## src/rtl/bitcount_sched_pkg.sv

```systemverilog
// bitcount_sched_pkg: shared widths and FSM encoding for the even-bit count scheduler
package bitcount_sched_pkg;
  localparam int NCLI = 3;
  localparam int XW = 8;
  localparam int CW = 3;
  typedef enum logic [2:0] {ARB, WSOC1, WSOC0, WDAV0, WDAV1, ACK, REL} state_t;
endpackage

```

## src/rtl/bitcount_sched_rr_pick.sv

```systemverilog
// rr_pick: combinational round-robin pick over three requests starting at ptr
module rr_pick
  import bitcount_sched_pkg::*;
(
  input  logic [NCLI-1:0] req,
  input  logic [1:0]      ptr,
  output logic            valid,
  output logic [1:0]      idx
);
  logic [1:0] i1, i2;
  always_comb begin
    i1 = ptr == 2'd2 ? 2'd0 : ptr + 2'd1;
    i2 = ptr == 2'd0 ? 2'd2 : ptr - 2'd1;
    valid = |req;
    idx = req[ptr] ? ptr : req[i1] ? i1 : i2;
  end
endmodule

```

## src/rtl/bitcount_sched.sv

```systemverilog
// bitcount_sched: time-shares one even-bit counting unit among three handshaking clients
module bitcount_sched
  import bitcount_sched_pkg::*;
(
  input  logic          clock,
  input  logic          reset,
  input  logic          req1,
  input  logic          req2,
  input  logic          req3,
  input  logic [XW-1:0] x1,
  input  logic [XW-1:0] x2,
  input  logic [XW-1:0] x3,
  output logic          ack1,
  output logic          ack2,
  output logic          ack3,
  output logic [CW-1:0] c1,
  output logic [CW-1:0] c2,
  output logic [CW-1:0] c3,
  input  logic          soc,
  output logic          eoc,
  output logic [XW-1:0] x,
  input  logic          dav_,
  output logic          rfd,
  input  logic [CW-1:0] c
);
  state_t state_q, state_d;
  logic [1:0] ptr_q, ptr_d, g_q, g_d, pick_i;
  logic [XW-1:0] x_q, x_d;
  logic [CW-1:0] r_q, r_d;
  logic eoc_q, eoc_d, rfd_q, rfd_d, pick_v;
  logic [NCLI-1:0] ack_q, ack_d, req;
  logic [CW-1:0] c_q [NCLI];
  logic [CW-1:0] c_d [NCLI];
  logic [XW-1:0] xs [NCLI];
  assign req = {req3, req2, req1};
  assign xs = '{x1, x2, x3};
  rr_pick u_rr_pick (
    .req  (req),
    .ptr  (ptr_q),
    .valid(pick_v),
    .idx  (pick_i)
  );
  always_comb begin
    state_d = state_q;
    ptr_d = ptr_q;
    g_d = g_q;
    x_d = x_q;
    r_d = r_q;
    eoc_d = eoc_q;
    rfd_d = rfd_q;
    ack_d = ack_q;
    c_d = c_q;
    case (state_q)
      ARB: if (pick_v) begin
        x_d = xs[pick_i];
        g_d = pick_i;
        state_d = WSOC1;
      end
      WSOC1: if (soc) begin
        eoc_d = 1'b0;
        state_d = WSOC0;
      end
      WSOC0: if (!soc) begin
        eoc_d = 1'b1;
        state_d = WDAV0;
      end
      WDAV0: if (!dav_) begin
        r_d = c;
        rfd_d = 1'b0;
        state_d = WDAV1;
      end
      WDAV1: if (dav_) begin
        rfd_d = 1'b1;
        c_d[g_q] = r_q;
        ack_d[g_q] = 1'b1;
        state_d = ACK;
      end
      ACK: if (!req[g_q]) begin
        ack_d[g_q] = 1'b0;
        ptr_d = g_q == 2'd2 ? 2'd0 : g_q + 2'd1;
        state_d = REL;
      end
      REL: state_d = ARB;
      default: state_d = ARB;
    endcase
  end
  always_ff @(posedge clock) begin
    if (reset) begin
      state_q <= ARB;
      ptr_q <= 2'd0;
      g_q <= 2'd0;
      x_q <= '0;
      r_q <= '0;
      eoc_q <= 1'b1;
      rfd_q <= 1'b1;
      ack_q <= '0;
      c_q <= '{default: '0};
    end else begin
      state_q <= state_d;
      ptr_q <= ptr_d;
      g_q <= g_d;
      x_q <= x_d;
      r_q <= r_d;
      eoc_q <= eoc_d;
      rfd_q <= rfd_d;
      ack_q <= ack_d;
      c_q <= c_d;
    end
  end
  assign {ack3, ack2, ack1} = ack_q;
  assign c1 = c_q[0];
  assign c2 = c_q[1];
  assign c3 = c_q[2];
  assign x = x_q;
  assign eoc = eoc_q;
  assign rfd = rfd_q;
endmodule

```

## config.mk

```make
export PLATFORM = sky130hd
export DESIGN_NAME = bitcount_sched
export DESIGN_NICKNAME = d
export VERILOG_FILES = /design/src/rtl/bitcount_sched_pkg.sv /design/src/rtl/bitcount_sched_rr_pick.sv /design/src/rtl/bitcount_sched.sv
export SDC_FILE = /design/constraint.sdc
export NUM_CORES = 1
export LEC_CHECK = 0
export ABC_AREA = 1
export ABC_CLOCK_PERIOD_IN_PS = 5350
export BUFFER_PORTS_ARGS = -buffer_cell sky130_fd_sc_hd__buf_2
export CAP_MARGIN = 10
export CORE_ASPECT_RATIO = 0.5
export CORE_UTILIZATION = 45
export CTS_BUF_LIST = sky130_fd_sc_hd__clkbuf_4
export CTS_CLUSTER_DIAMETER = 150
export DETAILED_ROUTE_END_ITERATION = 10
export PLACE_DENSITY = 0.72
export SKIP_CTS_REPAIR_TIMING = 1
export SLEW_MARGIN = 20
export SYNTH_ARGS = -nofsm -noshare
export SYNTH_HDL_FRONTEND = slang
export SYNTH_HIERARCHICAL = 1
export SYNTH_SLANG_ARGS = --single-unit
```

## constraint.sdc

```tcl
create_clock -name clock -period 5.35 [get_ports clock]
set_input_delay 0.535 -clock clock [delete_from_list [all_inputs] [get_ports clock]]
set_output_delay 0.535 -clock clock [all_outputs]
set_load 0.02 [all_outputs]
```

# Word level (Yosys, flattened, before mapping)
# Cells that the tools add are included.
dict set report totals {
  reg_bits 32
  inputBits 34
  out_inout_bits 22
}
dict set report op_classes {
  addsub 3
  magnitude_cmp 7
  n_eq_ne 13
  n_mux 35
  n_bitwise 7
  reduce_logical 16
}
# operator n
set ops {}
lappend ops {{3-bit two-way mux} 9}
lappend ops {{3-bit case mux with 6 select lines} 1}
lappend ops {{8-bit binary-select mux with 2-bit select} 1}
lappend ops {{8-bit two-way mux} 2}
lappend ops {{2-bit inequality test, second input constant} 6}
lappend ops {{2-bit two-way mux} 5}
lappend ops {{9-bit bitwise mux} 1}
lappend ops {{2-bit by 3-bit < comparator with 1-bit output, second input constant} 3}
lappend ops {{3-bit AND reduction} 3}
lappend ops {{1-bit two-way mux} 8}
lappend ops {{2-bit AND reduction} 4}
lappend ops {{1-bit binary-select mux with 2-bit select} 3}
lappend ops {{3-bit demux with 2-bit select} 1}
lappend ops {{3-bit by 2-bit == test with 1-bit output, second input constant} 2}
lappend ops {{3-bit == test, second input constant} 2}
lappend ops {{3-bit greater-or-equal comparator, second input constant} 2}
lappend ops {{2-bit NOT with 3-bit output} 2}
lappend ops {{3-bit case mux with 2 select lines} 1}
lappend ops {{6-bit AND reduction} 1}
lappend ops {{2-bit nonzero test} 3}
lappend ops {{2-bit by 1-bit adder with 2-bit output, second input constant} 2}
lappend ops {{2-bit == test, second input constant} 2}
lappend ops {{1-bit case mux with 2 select lines} 2}
lappend ops {{3-bit bitwise AND} 1}
lappend ops {{other kinds (12)} 14}

# Logic depth before layout (Yosys ltp)
dict set report depth {
  depth_word 10
  ltp_mapped 16
}

# Modules after synthesis
# The synthesis kept the hierarchy.
# mod instances cells_each area_each_um2 seq_area_each_um2
set modules_own_cells {}
lappend modules_own_cells {bitcount_sched 1 218 1519.0 640.6}
lappend modules_own_cells {rr_pick 1 36 183.9 0.0}

# Worst setup path before layout
# Ideal clock, no wire load.
dict set report synth_timing {
  kind {reg2reg}
  startpoint {register ptr_q[0]}
  endpoint {register x_q[3] (netlist: x[3])}
  setup_ns 0.070
  arrival_ns 1.791
  path_slack_ns 3.489
  path_stages_with_launch 15
  cell_sequence {dfxtp_1 inv_1 ha_1 nor2_1 nor2_2 nand2_1 nand2_1 nand2_1 nand2_1 buf_2 inv_1 nor2_1 o31ai_1 nand2_1 a21oi_1}
}
dict set report synth_via {
  elab_chain_len 10
  word_cells_on_any_way 16
  classes_between {add/sub (2); eq/ne (1); mux (11); bitwise (1); reduce/logical (1)}
}
# item line
set synth_lines {}
lappend synth_lines {{start, declared} bitcount_sched.sv:27} ;# logic [1:0] ptr_q, ptr_d, g_q, g_d, pick_i;
lappend synth_lines {{start signal, assigned} bitcount_sched.sv:100} ;# ptr_q <= ptr_d;
lappend synth_lines {{2-bit by 1-bit adder with 2-bit output or 2-bit == test (tied branches)} bitcount_sched_rr_pick.sv:12} ;# i1 = ptr == 2'd2 ? 2'd0 : ptr + 2'd1;
lappend synth_lines {{2-bit two-way mux} bitcount_sched_rr_pick.sv:12}
lappend synth_lines {{1-bit binary-select mux with 2-bit select} bitcount_sched_rr_pick.sv:15} ;# idx = req[ptr] ? ptr : req[i1] ? i1 : i2;
lappend synth_lines {{1-bit two-way mux (not written as such)} bitcount_sched_rr_pick.sv:15}
lappend synth_lines {{2-bit two-way mux} bitcount_sched_rr_pick.sv:15}
lappend synth_lines {{2-bit two-way mux *} bitcount_sched_rr_pick.sv:15}
lappend synth_lines {{via pick_i[0]} bitcount_sched.sv:27}
lappend synth_lines {{2-bit NOT with 3-bit output (not written as such) *} bitcount_sched.sv:55} ;# x_d = xs[pick_i];
lappend synth_lines {{8-bit binary-select mux with 2-bit select *} bitcount_sched.sv:55}
lappend synth_lines {{8-bit two-way mux (not written as such) * (2 in a row)} bitcount_sched.sv:55}
lappend synth_lines {{end signal, assigned} bitcount_sched.sv:92} ;# x_q <= '0;
lappend synth_lines {{end signal, assigned} bitcount_sched.sv:102} ;# x_q <= x_d;
lappend synth_lines {{end, declared} bitcount_sched.sv:28} ;# logic [XW-1:0] x_q, x_d;
# The timed path passes the listed nets; every way through them passes the cells marked *. The select of a mux whose other input is x is not followed.
# A chain may end at the register's enable or synchronous reset.

# Final worst setup path
dict set report layout_timing {
  startpoint {register ptr_q[0]}
  endpoint {register x_q[7] (netlist: x[7])}
}
# The elaborated chain is that of the path after synthesis.

==> results.txt <==
The run finished with clean final reports. The part of the total power dissipated in sequential elements came out at about two fifths. The worst setup path is launched from a flip-flop. In this run, CTS created clock tree buffers numbering 5. The maximum count of clock buffers along a single path is 2.

The relative slew slack came out at 61.06%. The total routed wirelength came out at 4.079 mm. Of the total power, the clock network draws approximately a quarter. The die covers 4049 um2. The pre-antenna-repair detailed-routing pass consisted of 6 iterations.

By instance count, the cell type seen most on the critical path is sky130_fd_sc_hd__nand2_1. The worst hold slack across all endpoints came out at 0.4397 ns. The number of library cell types mapped by synthesis is 21. 0 antenna diodes ended up in the layout. The endpoint arrival time on the critical path is 2.49 ns. The maximum fanout encountered on the critical timing path is 11.

The largest delay contributor family on the critical path is simple AND/OR/NAND/NOR gates. The count of buffers added on input and output ports is 55. The post-detailed-route DRC marker count came out at 0. The post-detailed-route via-to-cell ratio is 4.886. The number of buffers and inverters on the critical path is 2. The final layout net count came out at 346. Measured along the y axis, the die boundary spans 45.50 um.

The final critical path time including I/O delays and setup is approximately 2.2 ns. The critical path start-end classification is flip-flop to flip-flop. The maximum number of pins on one net before global-route repair is 25.

The later-pin clock latency in the skew report is approximately 0.35 ns. The depth of the worst register-to-register path came out at 13. The routed length per placed instance is between 10 and 15 um. Global routing consumed, over all layers together, 21.46% of the routing resources. When the netlist entered floorplanning its net count stood at roughly 290.

Setup repair after global routing left no endpoint under its margin. The initial core utilization is 48.26%. The netlist area before placement is 1703 um2. The library cell used as clock root buffer is sky130_fd_sc_hd__clkbuf_4. The share of final-layout standard cells stronger than drive strength 1 is 27.42%. Static timing analysis puts the maximum clock frequency at 0.4547 GHz. The slew at the pin closest to its max-slew limit is 0.5835 ns.

The via count of the first global-routing pass came to 1459. The instance count of the mapped netlist is 254. The delay contributed by the slowest stage of the critical path is 0.45 ns. The hold violation total from the final report came out at 0. The number of cell rows is 15.

The synthesis warning total came out at 6. The post-route setup TNS is 0 ns. After synthesis, flip-flops and latches occupy between 30% and 40% of the total area. STA classifies the critical path endpoint as a flip-flop. The first global-routing pass estimated 6.403 mm of wire. After synthesis, the cell types taking the most area are sky130_fd_sc_hd__dfxtp_1 (38%), sky130_fd_sc_hd__nor2_1 (11%), sky130_fd_sc_hd__nand2_1 (9.0%).

The switching power of the nets came out at about 0.33 mW. The clock skew came out at ~0.0046 ns. The worst setup slack for register-to-register paths is about 3.2 ns.

The clock tree from TritonCTS is yes. The switching share of power came out at between 40% and 50%. The share of the synthesized area in the top cell type came out at 37.62%. The number of antenna violations at the first check in global routing came to 0.

The region available for standard cell placement spans 3528 um2. For this design the ratio of total power to cell area is 388.3 nW/um2. The clock-pin slew of the registers on the worst-case setup and hold paths is roughly 0.11 ns. For this design the static power due to leakage is 1.061 nW. The number of max-slew violations in the final report came out at 0. The worst hold path was traced through 3 stages. The overall power came out at 0.8079 mW. The tightest min-delay check is of the primary input to flip-flop type. The final setup violation count is 0. The synthesized design spends more area on one cell type than any other, namely sky130_fd_sc_hd__dfxtp_1. The number of H-tree levels came out at 2. The slowest stage of the critical path is the sky130_fd_sc_hd__dfxtp_1 cell. The internal power component is 0.4795 mW.

The worst-case vdd ir drop came out at 0.1654 mV. The required time at the worst-slack endpoint came out at 5.64 ns. The area growth from synthesis to layout came out at 22.19%. The total clock sinks came out at 32. The DRC marker count from the first detailed-route iteration came out at between 50 and 60. Synthesis inferred 32 register bits. The final non-filler cell area is ~2100 um2. The HPWL reported at the end of detailed placement came out at 3.095 mm.

The mean area per synthesized cell came out at 6.704 um2. Traced cell by cell, the critical path runs through inv_1, ha_1, nor2_1, nor2_2, nand2_1, nand2_1, nand2_1, nand2_1, inv_1, nor2_1, o31ai_1, nand2_1, a21oi_1. The number of stages on the worst setup path is 13. The routability congestion estimate came out at 0.8981. The final cycle utilization of the critical path came out at 41.11%. For this run the aggregate overflow at the end of global routing stands at 0.

The detailed router placed 1764 vias in this run. The max-capacitance violation count is 0. The cell area after placement is 2001 um2. The number of routed nets with antenna violations is 0. The share of total power dissipated in combinational logic is 36.7%. The floorplan die width is 89.00 um.

The number of I/O pins came out at 56.
-- layout make-up --
cell class / instances / area, um2
Clock buffer: 5 / 37.54
Fill cell: 370 / 1448
Clock inverter: 3 / 42.54
Inverter: 34 / 127.6
Tap cell: 51 / 63.81
Timing Repair Buffer: 55 / 275.3
Sequential cell: 32 / 640.6
Multi-Input combinational cell: 181 / 893.4
-- layer usage --
| layer | global-route usage (%) | routed length (um) | vias to the layer above |
|---|---|---|---|
| li1 | - | - | 921 |
| met4 | 7.937 | 30 | 0 |
| met3 | 5.797 | 254 | 3 |
| met1 | 27.53 | 1951 | 796 |
| met5 | 0 | 0 | - |
| met2 | 35.38 | 1843 | 44 |
-- flip-flops by register name, summed over array words and instances, names as in the netlist, named ones only --
register	cells
c2	3
ptr_q	2
x	8
c1	3
r_q	3
g_q	2
c3	3
rfd	1
eoc	1
state_q	3
-- synth_stat cells --
master	number
sky130_fd_sc_hd__nand2_1	41
sky130_fd_sc_hd__o21ai_0	26
sky130_fd_sc_hd__nand2_2	5
sky130_fd_sc_hd__nor2_4	4
sky130_fd_sc_hd__buf_4	3
sky130_fd_sc_hd__ha_1	3
sky130_fd_sc_hd__o21ai_1	1
sky130_fd_sc_hd__inv_2	4
sky130_fd_sc_hd__buf_2	3
sky130_fd_sc_hd__o211ai_1	3
sky130_fd_sc_hd__clkbuf_1	1
sky130_fd_sc_hd__nand4_1	4
sky130_fd_sc_hd__o31ai_1	4
sky130_fd_sc_hd__dfxtp_1	32
sky130_fd_sc_hd__nor2_1	50
sky130_fd_sc_hd__nor2_2	5
sky130_fd_sc_hd__a21oi_1	20
sky130_fd_sc_hd__a21oi_2	1
sky130_fd_sc_hd__nand3_1	11
sky130_fd_sc_hd__nand3_2	3
sky130_fd_sc_hd__inv_1	30
-- stage by stage --
step / util, % / cells / setup WS, ns
2_1_floorplan: - / 254 / 3.489
3_3_place_gp: 56.70 / 353 / 3.270
3_5_place_dp: 56.70 / 353 / 3.165
4_1_cts: 58.97 / 361 / 3.148
5_1_grt: 58.97 / 361 / 2.904
6_report: 58.97 / 361 / 3.151
-- power groups by stage --
stage	clock network (mW)	registers [mW]	logic [mW]
after global routing	0.205	0.327	0.332
after detailed placement	0	0.326	0.296
after global placement	0	0.324	0.291
after floorplan	0	0.349	0.203
final	0.190	0.321	0.296
after CTS	0.197	0.321	0.298
-- kinds of logic (layout without fill, tap and decap cells) --
family                   Yosys count  count (layout)  synth area share, %
flip-flops                        32              32                37.62
adder cells (fa/ha/maj)            3               3                2.204
buffers and inverters             41              97                9.918
AO/OA/AOI/OAI                     55              55                17.41
AND/OR/NAND/NOR                  123             123                32.84
-- final timing paths --
kind | to | startpoint
setup / recovery | x[7] | ptr_q[0]
hold / removal | r_q[1] | c[1]
setup reg to reg | x[7] | ptr_q[0]
hold reg to reg | rfd | rfd
-- placed cells by master, fill, tap and decap left out, drive strengths merged --
cell type,Yosys,routed
a21oi,21,21
buf,6,55
bufinv,0,1
clkbuf,1,5
clkinv,0,1
clkinvlp,0,1
dfxtp,32,32
ha,3,3
inv,34,34
nand2,46,46
nand3,14,14
nand4,4,4
nor2,59,59
o211ai,3,3
o21ai,27,27
o31ai,4,4
-- worst min-delay path, cell delays in order --
cell and delay (ns):
sky130_fd_sc_hd__buf_2 0.07, sky130_fd_sc_hd__o21ai_0 0.07, sky130_fd_sc_hd__nor2_1 0.08
Power figures use the tool's default switching activity.
